<file path="src/rtl/alu_bcd_scan_pkg.sv">
// Shared definitions for the ALU / BCD display block: operation codes,
// FSM state encoding, special segment patterns and the digit decoder.
package alu_bcd_pkg;

    typedef enum logic [1:0] {
        MODE_ADD = 2'd0,
        MODE_SUB = 2'd1,
        MODE_MAX = 2'd2,
        MODE_AND = 2'd3
    } mode_e;

    typedef enum logic [1:0] {
        ST_IDLE  = 2'd0,
        ST_LOAD  = 2'd1,
        ST_SHIFT = 2'd2,
        ST_DONE  = 2'd3
    } state_e;

    // Segment order gfedcba, active-low.
    localparam logic [6:0] SEG_MINUS = 7'b0111111;
    localparam logic [6:0] SEG_BLANK = 7'b1111111;

    // Decimal digit to segment pattern; non-decimal nibbles show blank.
    function automatic logic [6:0] seg7_digit(input logic [3:0] nib);
        case (nib)
            4'd0:    return 7'b1000000;
            4'd1:    return 7'b1111001;
            4'd2:    return 7'b0100100;
            4'd3:    return 7'b0110000;
            4'd4:    return 7'b0011001;
            4'd5:    return 7'b0010010;
            4'd6:    return 7'b0000010;
            4'd7:    return 7'b1111000;
            4'd8:    return 7'b0000000;
            4'd9:    return 7'b0010000;
            default: return SEG_BLANK;
        endcase
    endfunction

endpackage

</file>
<file path="src/rtl/alu_bcd_scan_if.sv">
// Operand/request/result/display bundle between a requester and alu_bcd_scan.
interface alu_bcd_scan_if #(
    parameter int WIDTH  = 8,
    parameter int DIGITS = 4
);
    logic [WIDTH-1:0]  left;
    logic [WIDTH-1:0]  right;
    logic [1:0]        mode;
    logic              start;
    logic              busy;
    logic              done;
    logic [WIDTH:0]    result;
    logic              neg;
    logic [6:0]        seg;
    logic [DIGITS-1:0] an;
    logic              dp;

    modport master (
        output left, right, mode, start,
        input  busy, done, result, neg, seg, an, dp
    );

    modport slave (
        input  left, right, mode, start,
        output busy, done, result, neg, seg, an, dp
    );
endinterface

</file>
<file path="src/rtl/alu_bcd_scan_seg7.sv">
// bcd_seg7_scan: time-multiplexed 7-segment driver for a packed BCD value.
// A prescaler advances the active digit every REFRESH_DIV clocks.
// Build option ALU_BCD_LZB_EN: blank leading-zero digits above the most
// significant nonzero digit (digit 0 and the minus sign are always shown).
module bcd_seg7_scan
    import alu_bcd_pkg::*;
#(
    parameter int DIGITS      = 4,
    parameter int REFRESH_DIV = 100000
) (
    input  logic                  clk,
    input  logic                  clr,
    input  logic [4*DIGITS-1:0]   bcd,
    input  logic                  neg,
    output logic [6:0]            seg,
    output logic [DIGITS-1:0]     an,
    output logic                  dp
);
    localparam int PW = $clog2(REFRESH_DIV);
    localparam int IW = $clog2(DIGITS);

    logic [PW-1:0] pre_q;
    logic [IW-1:0] idx_q;
    logic [3:0]    nib;
    logic          blank;
`ifdef ALU_BCD_LZB_EN
    int            msd;
`endif

    // Prescaler and digit index, both cleared by clr.
    always_ff @(posedge clk) begin
        if (clr) begin
            pre_q <= '0;
            idx_q <= '0;
        end else if (pre_q == PW'(REFRESH_DIV - 1)) begin
            pre_q <= '0;
            idx_q <= (idx_q == IW'(DIGITS - 1)) ? '0 : idx_q + IW'(1);
        end else begin
            pre_q <= pre_q + PW'(1);
        end
    end

    // Digit select, leading-zero blanking and segment decode for the active digit.
    always_comb begin
        nib   = bcd[4*idx_q +: 4];
        an    = ~(DIGITS'(1) << idx_q);
        blank = 1'b0;
`ifdef ALU_BCD_LZB_EN
        msd = 0;
        for (int d = 0; d < DIGITS; d++) begin
            if (bcd[4*d +: 4] != 4'd0) msd = d;
        end
        blank = (int'(idx_q) > msd);
`endif
        if (neg && (idx_q == IW'(DIGITS - 1))) seg = SEG_MINUS;
        else if (blank)                         seg = SEG_BLANK;
        else                                    seg = seg7_digit(nib);
    end

    assign dp = 1'b1;

endmodule

</file>
<file path="src/rtl/alu_bcd_scan.sv">
// alu_bcd_scan: captures two operands on a start request, computes
// add/sub/max/and at WIDTH+1 bits, converts the magnitude to BCD with a
// bit-serial double-dabble and shows it on a multiplexed 7-segment display.
// Build option ALU_BCD_LZB_EN enables leading-zero blanking in the display.
module alu_bcd_scan
    import alu_bcd_pkg::*;
#(
    parameter int WIDTH       = 8,
    parameter int DIGITS      = 4,
    parameter int REFRESH_DIV = 100000
) (
    input  logic          clk,
    input  logic          clr,
    alu_bcd_scan_if.slave bus
);
    localparam int RW = WIDTH + 1;          // ALU result width
    localparam int BW = 4 * DIGITS;         // BCD field width
    localparam int CW = $clog2(RW + 1);     // shift counter width

    if (!(10 ** (DIGITS - 1) > 2 ** (WIDTH + 1) - 1)) begin : g_digits_check
        $error("alu_bcd_scan: DIGITS too small to display a WIDTH+1 bit magnitude");
    end

    state_e           state_q, state_d;
    logic [WIDTH-1:0] left_q, right_q;
    mode_e            mode_q;
    logic [RW-1:0]    alu_mag, mag_q, result_q;
    logic             alu_neg, sign_q, neg_q;
    logic [BW+RW-1:0] work_q, dd_adj, dd_next;
    logic [CW-1:0]    cnt_q;
    logic [BW-1:0]    disp_q;
    logic             done_q;

    // ALU on the captured operands.
    // NOTE: every combinational output gets a default first so no path leaves it unassigned (no latch).
    always_comb begin
        alu_mag = '0;
        alu_neg = 1'b0;
        unique case (mode_q)
            MODE_ADD: alu_mag = {1'b0, left_q} + {1'b0, right_q};
            MODE_SUB: begin
                alu_neg = (left_q < right_q);
                alu_mag = alu_neg ? {1'b0, right_q - left_q} : {1'b0, left_q - right_q};
            end
            MODE_MAX: alu_mag = (left_q >= right_q) ? {1'b0, left_q} : {1'b0, right_q};
            MODE_AND: alu_mag = {1'b0, left_q & right_q};
            default:  alu_mag = '0;
        endcase
    end

    // One double-dabble step: add 3 to each BCD nibble >= 5, then shift left.
    always_comb begin
        dd_adj = work_q;
        for (int d = 0; d < DIGITS; d++) begin
            if (work_q[RW+4*d +: 4] >= 4'd5) dd_adj[RW+4*d +: 4] = work_q[RW+4*d +: 4] + 4'd3;
        end
        dd_next = dd_adj << 1;
    end

    // FSM next state: one LOAD cycle, WIDTH+1 shifts, one DONE cycle.
    always_comb begin
        state_d = state_q;
        unique case (state_q)
            ST_IDLE:  if (bus.start) state_d = ST_LOAD;
            ST_LOAD:  state_d = ST_SHIFT;
            ST_SHIFT: if (cnt_q == CW'(RW)) state_d = ST_DONE;
            ST_DONE:  state_d = ST_IDLE;
            default:  state_d = ST_IDLE;
        endcase
    end

    // FSM state register.
    always_ff @(posedge clk) begin
        if (clr) state_q <= ST_IDLE;
        else     state_q <= state_d;
    end

    // Operand capture, conversion datapath and result/display registers.
    // NOTE: sequential state uses non-blocking assignments so every register samples pre-edge values.
    always_ff @(posedge clk) begin
        if (clr) begin
            left_q   <= '0;
            right_q  <= '0;
            mode_q   <= MODE_ADD;
            mag_q    <= '0;
            sign_q   <= 1'b0;
            work_q   <= '0;
            cnt_q    <= '0;
            result_q <= '0;
            neg_q    <= 1'b0;
            disp_q   <= '0;
            done_q   <= 1'b0;
        end else begin
            done_q <= (state_q == ST_DONE);
            unique case (state_q)
                ST_IDLE: begin
                    if (bus.start) begin
                        left_q  <= bus.left;
                        right_q <= bus.right;
                        mode_q  <= mode_e'(bus.mode);
                    end
                end
                ST_LOAD: begin
                    mag_q  <= alu_mag;
                    sign_q <= alu_neg;
                    work_q <= {{BW{1'b0}}, alu_mag};
                    cnt_q  <= '0;
                end
                ST_SHIFT: begin
                    if (cnt_q != CW'(RW)) begin
                        work_q <= dd_next;
                        cnt_q  <= cnt_q + CW'(1);
                    end else begin
                        // Entry to DONE: publish the finished conversion.
                        result_q <= mag_q;
                        neg_q    <= sign_q;
                        disp_q   <= work_q[RW +: BW];
                    end
                end
                default: ;
            endcase
        end
    end

    assign bus.busy   = (state_q != ST_IDLE);
    assign bus.done   = done_q;
    assign bus.result = result_q;
    assign bus.neg    = neg_q;

    bcd_seg7_scan #(
        .DIGITS      (DIGITS),
        .REFRESH_DIV (REFRESH_DIV)
    ) u_scan (
        .clk (clk),
        .clr (clr),
        .bcd (disp_q),
        .neg (neg_q),
        .seg (bus.seg),
        .an  (bus.an),
        .dp  (bus.dp)
    );

endmodule

</file>
<file path="src/flat_wrapper.sv">
// flat-port wrapper written by rule: the top's interface ports become plain ports
module alu_bcd_scan_flat import alu_bcd_pkg::*;
#(
    parameter int WIDTH       = 8,
    parameter int DIGITS      = 4,
    parameter int REFRESH_DIV = 100000
)
  (clk, clr, bus_left, bus_right, bus_mode, bus_start, bus_busy, bus_done, bus_result, bus_neg, bus_seg, bus_an, bus_dp);
  alu_bcd_scan_if #(.WIDTH(WIDTH), .DIGITS(DIGITS)) bus_i ();
  input  logic clk;
  input  logic clr;
  input wire logic [$bits(bus_i.left)-1:0] bus_left;
  input wire logic [$bits(bus_i.right)-1:0] bus_right;
  input wire logic [$bits(bus_i.mode)-1:0] bus_mode;
  input wire logic [$bits(bus_i.start)-1:0] bus_start;
  output wire logic [$bits(bus_i.busy)-1:0] bus_busy;
  output wire logic [$bits(bus_i.done)-1:0] bus_done;
  output wire logic [$bits(bus_i.result)-1:0] bus_result;
  output wire logic [$bits(bus_i.neg)-1:0] bus_neg;
  output wire logic [$bits(bus_i.seg)-1:0] bus_seg;
  output wire logic [$bits(bus_i.an)-1:0] bus_an;
  output wire logic [$bits(bus_i.dp)-1:0] bus_dp;
  assign bus_i.left = bus_left;
  assign bus_i.right = bus_right;
  assign bus_i.mode = bus_mode;
  assign bus_i.start = bus_start;
  assign bus_busy = bus_i.busy;
  assign bus_done = bus_i.done;
  assign bus_result = bus_i.result;
  assign bus_neg = bus_i.neg;
  assign bus_seg = bus_i.seg;
  assign bus_an = bus_i.an;
  assign bus_dp = bus_i.dp;
  alu_bcd_scan #(.WIDTH(WIDTH), .DIGITS(DIGITS), .REFRESH_DIV(REFRESH_DIV)) u_core (.clk(clk), .clr(clr), .bus(bus_i));
endmodule
</file>
<file path="config.mk">
export PLATFORM = sky130hd
export DESIGN_NAME = alu_bcd_scan_flat
export DESIGN_NICKNAME = d
export VERILOG_FILES = /design/src/rtl/alu_bcd_scan_pkg.sv /design/src/rtl/alu_bcd_scan_if.sv /design/src/rtl/alu_bcd_scan_seg7.sv /design/src/rtl/alu_bcd_scan.sv /design/src/flat_wrapper.sv
export SDC_FILE = /design/constraint.sdc
export NUM_CORES = 1
export LEC_CHECK = 0
export BUFFER_PORTS_ARGS = -buffer_cell sky130_fd_sc_hd__clkbuf_2
export CAP_MARGIN = 20
export CORE_MARGIN = 1
export CORE_UTILIZATION = 35
export CTS_CLUSTER_SIZE = 25
export DETAILED_ROUTE_END_ITERATION = 16
export PLACE_DENSITY = 0.52
export SYNTH_ARGS = -nofsm -noshare
export SYNTH_HDL_FRONTEND = slang
export SYNTH_SLANG_ARGS = --single-unit
export TNS_END_PERCENT = 1
</file>
<file path="constraint.sdc">
create_clock -name clk -period 3 [get_ports clk]
set_clock_uncertainty 0.2 [all_clocks]
set_input_delay 0.6 -clock clk [delete_from_list [all_inputs] [get_ports clk]]
set_output_delay 0.6 -clock clk [all_outputs]
set_load 0.01 [all_outputs]
</file>
==> impl_metrics.json, run 1 <==
{
  "synthFlopType": "dfxtp_1",
  "dr.pass1.iters": 5,
  "ctsRootBufferMaster": "clkbuf_16",
  "period_share_pct": 96.4,
  "tns_ns": 0,
  "yosys.area.top_type_share_pct": 33.6,
  "instances_no_fill": 1059,
  "groute.usage.overall_pct": 18.2,
  "rows": 48,
  "crit_required_ns": 2.20,
  "max-vdd-ir-drop_mv": 0.387,
  "critical_path_class": "reg2out",
  "cts_tree": "built",
  "ctsHoldBuffers": 0,
  "fmax_mhz": 346,
  "netlist_top_cells_area": "dfxtp_1 34%, ha_1 9.6%, nand2_1 8.0%",
  "crit_fanout": 5,
  "yosysTopAreaCell": "dfxtp_1",
  "grt_pass1_vias": 5000,
  "multiInputGateArea_um2": 3760,
  "netlist_instances": 796,
  "most-common-layout-cells": "134 x nand2_1, 104 x dfxtp_1, 85 x a21oi_1",
  "cpPeakStageDelay_ns": 0.58,
  "async_reset_ff_share_pct": 0,
  "finalHoldViolCount": 0,
  "insertion_delay_ns": 0.35,
  "r2r-end": "u_core.mag_q[5]$_SDFFE_PP0P_",
  "antenna_found_initial": 0,
  "grt_max_degree": 37,
  "yosysWarnings": 0,
  "drc_errors": 0,
  "vias": 5526,
  "core-area_um2": 17400,
  "avgViaCountPerCell": 5.22,
  "synth-edff-count": 0,
  "layout.nets": 902,
  "drv_cap": 0,
  "path_cells": "mux4_2 -> inv_2 -> ha_1 -> inv_1 -> mux2i_1 -> o21ai_0 -> buf_2",
  "drt_iter0_drc": 476,
  "power_density_nw_per_um2": 772,
  "setup_viol": 0,
  "placed_area_um2": 6730,
  "syn_avg_cell_area_um2": 7.86,
  "reg2reg_from": "u_core.right_q[4]$_SDFFE_PP0P_",
  "grt.overflow.total": 0,
  "netlist_area_um2": 6250,
  "areaGrowthSynthToFinish_pct": 12.7,
  "drive_above_1_share_pct": 13.5,
  "seq_area_um2": 2110,
  "initial_utilization_pct": 36.0,
  "dp_hpwl_um": 12200,
  "synthesis.nets": 868,
  "antenna_cells": 0,
  "run_status": "finished, final reports clean",
  "reg2reg_slack_ns": 0.17,
  "maxSlewViolCount": 0,
  "yosysUniqueCellTypes": 69,
  "ant_nets": 0,
  "die-area_um2": 18400,
  "endpoint": "bus_seg[3]",
  "fin_crit_ns": 2.89,
  "die_y_um": 136,
  "hold_class": "reg2reg",
  "totalWireLength_um": 16200,
  "post_drt_wl_per_cell_um": 15.3,
  "cp-start-kind": "register",
  "r2r_cells": 8,
  "crit_path_top_delay_cell": "mux4_2",
  "tightestPinTransition_ns": 0.653,
  "finalPower_w": 0.00544,
  "ctsHtreeMaxLevel": 3,
  "maxSlewHeadroom_pct": 56.5,
  "dieWidth_um": 136,
  "seq_area_frac_synth_pct": 33.6,
  "leakagePower_nw": 2.69,
  "port_buffers": 43,
  "arrival_ns": 2.09,
  "ys_ff_latch": 105,
  "grt_pass1_wl_um": 26400,
  "postLayoutCellArea_um2": 7050,
  "cts_buffers": 9,
  "nFillCells": 1865,
  "ios": 45,
  "final_common_cell": "nand2_1",
  "cp-end-kind": "primary output",
  "dp.cells": 1044,
  "clkTransAtPathRegs_ns": 0.07,
  "critPathLaunch": "u_core.u_scan.idx_q[0]$_SDFFE_PP0P_",
  "clockBufferDepth": 2,
  "rsz0062_at_grt": "no",
  "finalWeightedCongestion": 0.929,
  "numClockSinks": 105
}
[through the flow]
step | hold WS [ns] | setup slack (ns) | util, %
2_1_floorplan | 0.227 | 0.351 | -
3_3_place_gp | 0.237 | 0.132 | 38.7
3_5_place_dp | 0.245 | 0.115 | 38.7
4_1_cts | 0.245 | 0.0171 | 40.6
5_1_grt | 0.267 | 0.00727 | 40.6
6_report | 0.250 | 0.107 | 40.6
[how the worst min path moves through the flow]
| stage | cells past startpoint | from | endpoint |
|---|---|---|---|
| after global routing | 2 | u_core.mag_q[2]$_SDFFE_PP0P_ | u_core.bus.result[2]$_SDFFE_PP0P_ |
| final | 2 | u_core.mag_q[3]$_SDFFE_PP0P_ | u_core.bus.result[3]$_SDFFE_PP0P_ |
| after detailed placement | 2 | u_core.mag_q[3]$_SDFFE_PP0P_ | u_core.bus.result[3]$_SDFFE_PP0P_ |
| after CTS | 3 | bus_left[4] | u_core.left_q[4]$_SDFFE_PP0P_ |
| after global placement | 2 | u_core.mag_q[3]$_SDFFE_PP0P_ | u_core.bus.result[3]$_SDFFE_PP0P_ |
| after floorplan | 2 | u_core.mag_q[3]$_SDFFE_PP0P_ | u_core.bus.result[3]$_SDFFE_PP0P_ |
[what timing repair did]
| item | 4_1_cts | 5_1_grt |
|---|---|---|
| pin swaps | 0 | 0 |
| gates resized for setup | 1 | 6 |
| buffers inserted | 0 | 0 |
| setup endpoints to repair | 1 | 15 |
[per-layer routing]
layer / wire length [um] / track usage [%]
met2: 7020 / 27.3
met3: 603 / 2.81
met1: 8210 / 25.7
met5: 0 / 0
met4: 401 / 7.74
[synth_stat cells (3+ instances only)]
cell      count
and2_1        3
nand4_1       5
o22ai_1       4
o21ai_0      34
nand3_1      31
o31ai_1       6
nor3_1       17
inv_1        54
and3_1        3
o21ba_2       3
xor2_1       15
nor2_1       64
xnor2_1      12
a31oi_1      12
ha_1         48
mux4_2        4
dfxtp_1     105
or2_2         4
fa_1          3
nand2_1     134
buf_1         4
a221oi_1      4
mux2i_1       7
o21a_1        3
nor4_1        3
clkbuf_1     27
buf_4         5
a21oi_1      85
a311oi_1      3
o211ai_1      3
a21o_1        4
a211oi_1      8
or3_1         4
and4_1        3
nand2b_1     11
buf_2         5
a32oi_1       6
nor2b_1       6
[cell families after synthesis]
family	Yosys count	synth area share, %
DFF	105	33.6
and+or+nand+nor	300	22.1
buffers and inverters	96	6.28
muxes	12	2.74
adders and majority gates	51	10.6
AOI/OAI and AO/OA	204	20.8
xor gates and xnor gates	27	3.78
other	1	0.0600
[critical path, delay by kind of cell, from the launching register on]
| family | cells | cell delay, ns |
|---|---|---|
| compound gates | 1 | 0.14 |
| buf+inv | 3 | 0.32 |
| flops | 1 | 0.39 |
| fa+ha+maj | 1 | 0.25 |
| mux | 2 | 0.64 |
[sequential cells by signal, summed over array words and instances (netlist names)]
name and count:
u_core.bus.done 1, u_core.bus.neg 1, u_core.bus.result 9, u_core.cnt_q 4
u_core.disp_q 16, u_core.left_q 8, u_core.mag_q 9, u_core.mode_q 2
u_core.right_q 8, u_core.sign_q 1, u_core.state_q 2, u_core.u_scan.idx_q 2
u_core.u_scan.pre_q 17, u_core.work_q 25
[power breakdown]
part	total [W]	internal [W]	leakage, nW	switching, W
logic	0.00247	0.000885	1.68	0.00158
registers	0.00169	0.00155	0.853	0.000141
clock network	0.00128	0.000750	0.159	0.000534
total	0.00544	0.00318	2.69	0.00226
[final cells by class]
class | count | share of cell area, %
clock buffer | 10 | 3.39
clock inverter | 5 | 1.12
inverter | 54 | 2.87
multi-input combinational | 595 | 53.4
sequential | 105 | 29.9
tap | 225 | 3.99
timing repair buffer | 65 | 5.39
Power figures use the tool's default switching activity.
==> inputs of run 2 (changes only) <==
- PLACE_DENSITY: 0.52 -> 0.54
- clock period: 3 -> 2.33 ns (I/O delays scaled with it)
==> impl_metrics.json, run 2 (same netlist as run 1, synthesis figures left out) <==
{
  "run_status": "complete, but fails checks",
  "violations": "negative setup slack",
  "dp_hpwl_um": 12600,
  "path_cells": "mux4_2 -> buf_6 -> ha_2 -> o221a_2 -> buf_6",
  "cpPeakStageDelay_ns": 0.57,
  "postLayoutCellArea_um2": 7920,
  "ctsHoldBuffers": 0,
  "hold_class": "in2reg",
  "die_y_um": 136,
  "timing.hold.ws_ns": 0.113,
  "totalWireLength_um": 16800,
  "maxSlewViolCount": 0,
  "rsz0062_at_grt": "yes",
  "setup_viol": 22,
  "cp-end-kind": "primary output",
  "clockBufferDepth": 2,
  "fin_crit_ns": 2.71,
  "tightestPinTransition_ns": 0.680,
  "cts_buffers": 9,
  "top_register": "u_core.work_q",
  "placed_area_um2": 7390,
  "cts_tree": "built",
  "rows": 48,
  "initial_utilization_pct": 36.0,
  "ios": 45,
  "core-area_um2": 17400,
  "drc_errors": 0,
  "grt_max_degree": 37,
  "ant_nets": 0,
  "cp_common_cell": "buf_6",
  "ctsRootBufferMaster": "clkbuf_16",
  "areaGrowthSynthToFinish_pct": 26.7,
  "numClockSinks": 105,
  "groute.usage.overall_pct": 19.0,
  "finalHoldViolCount": 0,
  "fmax_mhz": 369,
  "drive_above_1_share_pct": 25.3,
  "routed.top_layer": "met4",
  "arrival_ns": 2.04,
  "vias": 5834,
  "max-vdd-ir-drop_mv": 0.522,
  "met3_length_um": 575,
  "dr_wl_met2_um": 7120,
  "ctsHtreeMaxLevel": 3,
  "finalWeightedCongestion": 0.900,
  "dieWidth_um": 136,
  "leakagePower_nw": 3.14,
  "power_density_nw_per_um2": 1000,
  "post_drt_wl_per_cell_um": 14.7,
  "nFillCells": 1736,
  "grt.overflow.total": 0,
  "antenna_cells": 0,
  "crit_required_ns": 1.66,
  "setup_slack_ns": -0.378,
  "insertion_delay_ns": 0.36,
  "pre_cts_slack_ns": -0.209,
  "antenna_found_initial": 0,
  "drv_cap": 0,
  "crit_fanout": 5,
  "multiInputGateArea_um2": 3980,
  "period_share_pct": 116,
  "grt_pass1_vias": 5318,
  "die-area_um2": 18400,
  "most-common-layout-cells": "134 x nand2_1, 102 x buf_4, 98 x dfxtp_1",
  "seq_area_um2": 2110,
  "crit_path_top_delay_cell": "mux4_2",
  "avgViaCountPerCell": 5.10,
  "final_common_cell": "nand2_1",
  "layout.nets": 986,
  "top_regs": "u_core.work_q (25), u_core.u_scan.pre_q (17), u_core.disp_q (16)",
  "largest_reg_flops": 25,
  "cp-start-kind": "register",
  "clkTransAtPathRegs_ns": 0.08,
  "critical_path_class": "reg2out",
  "dr.pass1.iters": 5,
  "fin_util_pct": 45.7,
  "drt_iter0_drc": 473,
  "grt_pass1_wl_um": 27300,
  "wirelength_met1_um": 8830,
  "port_buffers": 43,
  "maxSlewHeadroom_pct": 54.7
}
[run 2: timing repair]
| action | 4_1_cts | 5_1_grt |
|---|---|---|
| cloned | 0 | 0 |
| resized for setup | 32 | 25 |
| pin swaps | 9 | 7 |
| setup endpoints to repair | 25 | 25 |
| setup buffers | 1 | 0 |
[run 2: stage by stage]
step                power (W)  TNS, ns  cells
global placement      0.00604    -2.26   1127
global route          0.00847    -6.05   1143
floorplan             0.00448  -0.0263    796
finish                0.00795    -3.29   1143
CTS                   0.00781    -3.51   1143
detailed placement    0.00602    -2.62   1127
[run 2: metal layers]
| metal | GRT usage [%] | vias up |
|---|---|---|
| met2 | 28.7 | 111 |
| met4 | 6.24 | 0 |
| met5 | 0 | - |
| met3 | 2.77 | 18 |
| li1 | - | 2988 |
| met1 | 27.4 | 2717 |
[run 2: power breakdown]
part           internal [W]  total [W]  switching (W)
registers           0.00200    0.00215       0.000148
clock network      0.000847    0.00162       0.000769
logic               0.00184    0.00418        0.00235
total               0.00468    0.00795        0.00326
[run 2: path summary, 6_finish.rpt]
check,from,to,slack [ns],cells after the start
hold reg to reg,u_core.work_q[8]$_SDFFE_PP0P_,u_core.work_q[9]$_SDFFE_PP0P_,0.25,2
hold / removal,bus_right[5],u_core.right_q[5]$_SDFFE_PP0P_,0.11,3
setup / recovery,u_core.u_scan.idx_q[0]$_SDFFE_PP0P_,bus_seg[6],-0.38,5
setup reg to reg,u_core.right_q[5]$_SDFFE_PP0P_,u_core.mag_q[6]$_SDFFE_PP0P_,-0.12,9
[run 2: worst max-delay path: cells and delay by family, from the launching register on]
kind	cells	cell delay, ns
flops	1	0.40
fa+ha+maj	1	0.16
compound gates	1	0.29
mux	1	0.57
buf+inv	2	0.26
[run 2: final cells by class]
type | count | area share [%]
Inverter | 54 | 2.62
Sequential cell | 105 | 26.7
Clock buffer | 9 | 2.84
Multi-Input combinational cell | 595 | 50.2
Tap cell | 225 | 3.55
Timing Repair Buffer | 149 | 13.1
Clock inverter | 6 | 0.979
==> inputs of run 3 (changes only) <==
- CELL_PAD_IN_SITES_DETAIL_PLACEMENT: default -> 1
- CELL_PAD_IN_SITES_GLOBAL_PLACEMENT: default -> 1
- PLACE_DENSITY: 0.54 -> 0.68
==> impl_metrics.json, run 3 (same netlist as run 1, synthesis figures left out) <==
{
  "tns_ns": -4.58,
  "die_y_um": 136,
  "rows": 48,
  "grt_pass1_wl_um": 33100,
  "port_buffers": 43,
  "reg2reg_slack_ns": -0.23,
  "critical_path_class": "reg2out",
  "hold_depth": 3,
  "cp-start-kind": "register",
  "clockBufferDepth": 2,
  "dp_hpwl_um": 16400,
  "critPathLaunch": "u_core.u_scan.idx_q[0]$_SDFFE_PP0P_",
  "areaGrowthSynthToFinish_pct": 27.4,
  "run_status": "complete, but fails checks",
  "ios": 45,
  "hp-start": "bus_left[2]",
  "ant_nets": 0,
  "core-area_um2": 17400,
  "timing.hold.ws_ns": 0.120,
  "post_drt_wl_per_cell_um": 18.1,
  "totalWireLength_um": 20900,
  "groute.usage.overall_pct": 23.2,
  "final_common_cell": "nand2_1",
  "dieWidth_um": 136,
  "top_regs": "u_core.work_q (25), u_core.u_scan.pre_q (17), u_core.disp_q (16)",
  "reg2reg_from": "u_core.left_q[0]$_SDFFE_PP0P_",
  "r2r_cells": 12,
  "clkTransAtPathRegs_ns": 0.07,
  "finalWeightedCongestion": 0.961,
  "die-area_um2": 18400,
  "tightestPinTransition_ns": 0.664,
  "rsz0062_at_grt": "yes",
  "fin_crit_ns": 2.71,
  "cp-end-kind": "primary output",
  "worst_hold_path.endpoint": "u_core.left_q[2]$_SDFFE_PP0P_",
  "period_share_pct": 116,
  "r2r-end": "u_core.work_q[2]$_SDFFE_PP0P_",
  "arrival_ns": 2.04,
  "leakagePower_nw": 3.19,
  "drt_iter0_drc": 199,
  "initial_utilization_pct": 36.0,
  "antenna_cells": 0,
  "layout.nets": 996,
  "cts_buffers": 9,
  "drc_errors": 0,
  "power_density_nw_per_um2": 1010,
  "grt.overflow.total": 0,
  "instances_no_fill": 1154,
  "ctsHoldBuffers": 0,
  "numClockSinks": 105,
  "grt_pass1_vias": 6535,
  "grt_max_degree": 31,
  "top_register": "u_core.work_q",
  "maxSlewViolCount": 0,
  "dp.cells": 1135,
  "dr.pass1.iters": 4,
  "setup_viol": 24,
  "insertion_delay_ns": 0.36,
  "avgViaCountPerCell": 5.31,
  "crit_required_ns": 1.66,
  "drive_above_1_share_pct": 26.5,
  "cts_tree": "built",
  "ctsRootBufferMaster": "clkbuf_16",
  "hold_class": "in2reg",
  "crit_fanout": 5,
  "most-common-layout-cells": "134 x nand2_1, 111 x buf_4, 97 x dfxtp_1",
  "fmax_mhz": 369,
  "ctsHtreeMaxLevel": 3,
  "maxSlewHeadroom_pct": 55.7,
  "largest_reg_flops": 25,
  "finalHoldViolCount": 0,
  "violations": "negative setup slack",
  "max-vdd-ir-drop_mv": 0.455,
  "drv_cap": 0,
  "antenna_found_initial": 0,
  "finalPower_w": 0.00804,
  "vias": 6129,
  "setup_slack_ns": -0.380
}
==> run 3: cell count changes in the layout (fill, tap and decap cells not counted), sizes merged <==
cell / change
buf: +9
clkinv: +1
bufinv: -1
clkbuf: +1
clkinvlp: +1
==> run 3: area by class of cell <==
class | instances | area [um^2]
clock inverter | 7 | 66.3
inverter | 54 | 208
fill | 2105 | 9390
tap | 225 | 282
clock buffer | 9 | 225
timing repair buffer | 159 | 1130
sequential | 105 | 2110
multi-input combinational | 595 | 3940
==> run 3: stage by stage <==
stage          utilization [%]  worst slack [ns]  cell area [um^2]
2_1_floorplan                -           -0.0120              6290
3_3_place_gp              43.0            -0.409              7460
3_5_place_dp              43.0            -0.448              7460
4_1_cts                   45.5            -0.379              7900
5_1_grt                   45.9            -0.479              7970
6_report                  45.9            -0.380              7970
==> run 3: how the worst max path moves through the flow <==
stage                              endpoint  slack (ns)  cells after the start
2_1_floorplan  u_core.mag_q[7]$_SDFFE_PP0P_       -0.01                      9
3_3_place_gp   u_core.mag_q[5]$_SDFFE_PP0P_       -0.41                     12
3_5_place_dp   u_core.mag_q[5]$_SDFFE_PP0P_       -0.45                     12
4_1_cts                          bus_seg[6]       -0.38                      5
5_1_grt                          bus_seg[3]       -0.48                      7
6_report                         bus_seg[3]       -0.38                      7
==> run 3: repair_timing <==
item,4_1_cts,5_1_grt
setup buffers,1,2
endpoints found under the setup margin,25,25
pin swaps,8,4
gates resized for setup,42,19
gates cloned,0,0
==> run 3: worst max-delay path: stages (launching register included) <==
cell and delay [ns]:
dfxtp_4 0.38, mux4_2 0.59, inv_4 0.12, ha_4 0.20, inv_2 0.04, mux2i_1 0.06, o21ai_1 0.13, buf_2 0.15
==> run 3: layer usage <==
metal	GRT usage, %	up-vias	wire length, um
met1	26.2	2960	8930
met3	3.59	56	454
met5	0	-	0
met2	42.2	105	10700
li1	-	3008	-
met4	11.4	0	833
==> run 3: power breakdown <==
group	internal (W)	switching, W	total [W]
Combinational	0.00186	0.00253	0.00438
Sequential	0.00200	0.000150	0.00215
Clock	0.000748	0.000760	0.00151
Total	0.00460	0.00344	0.00804
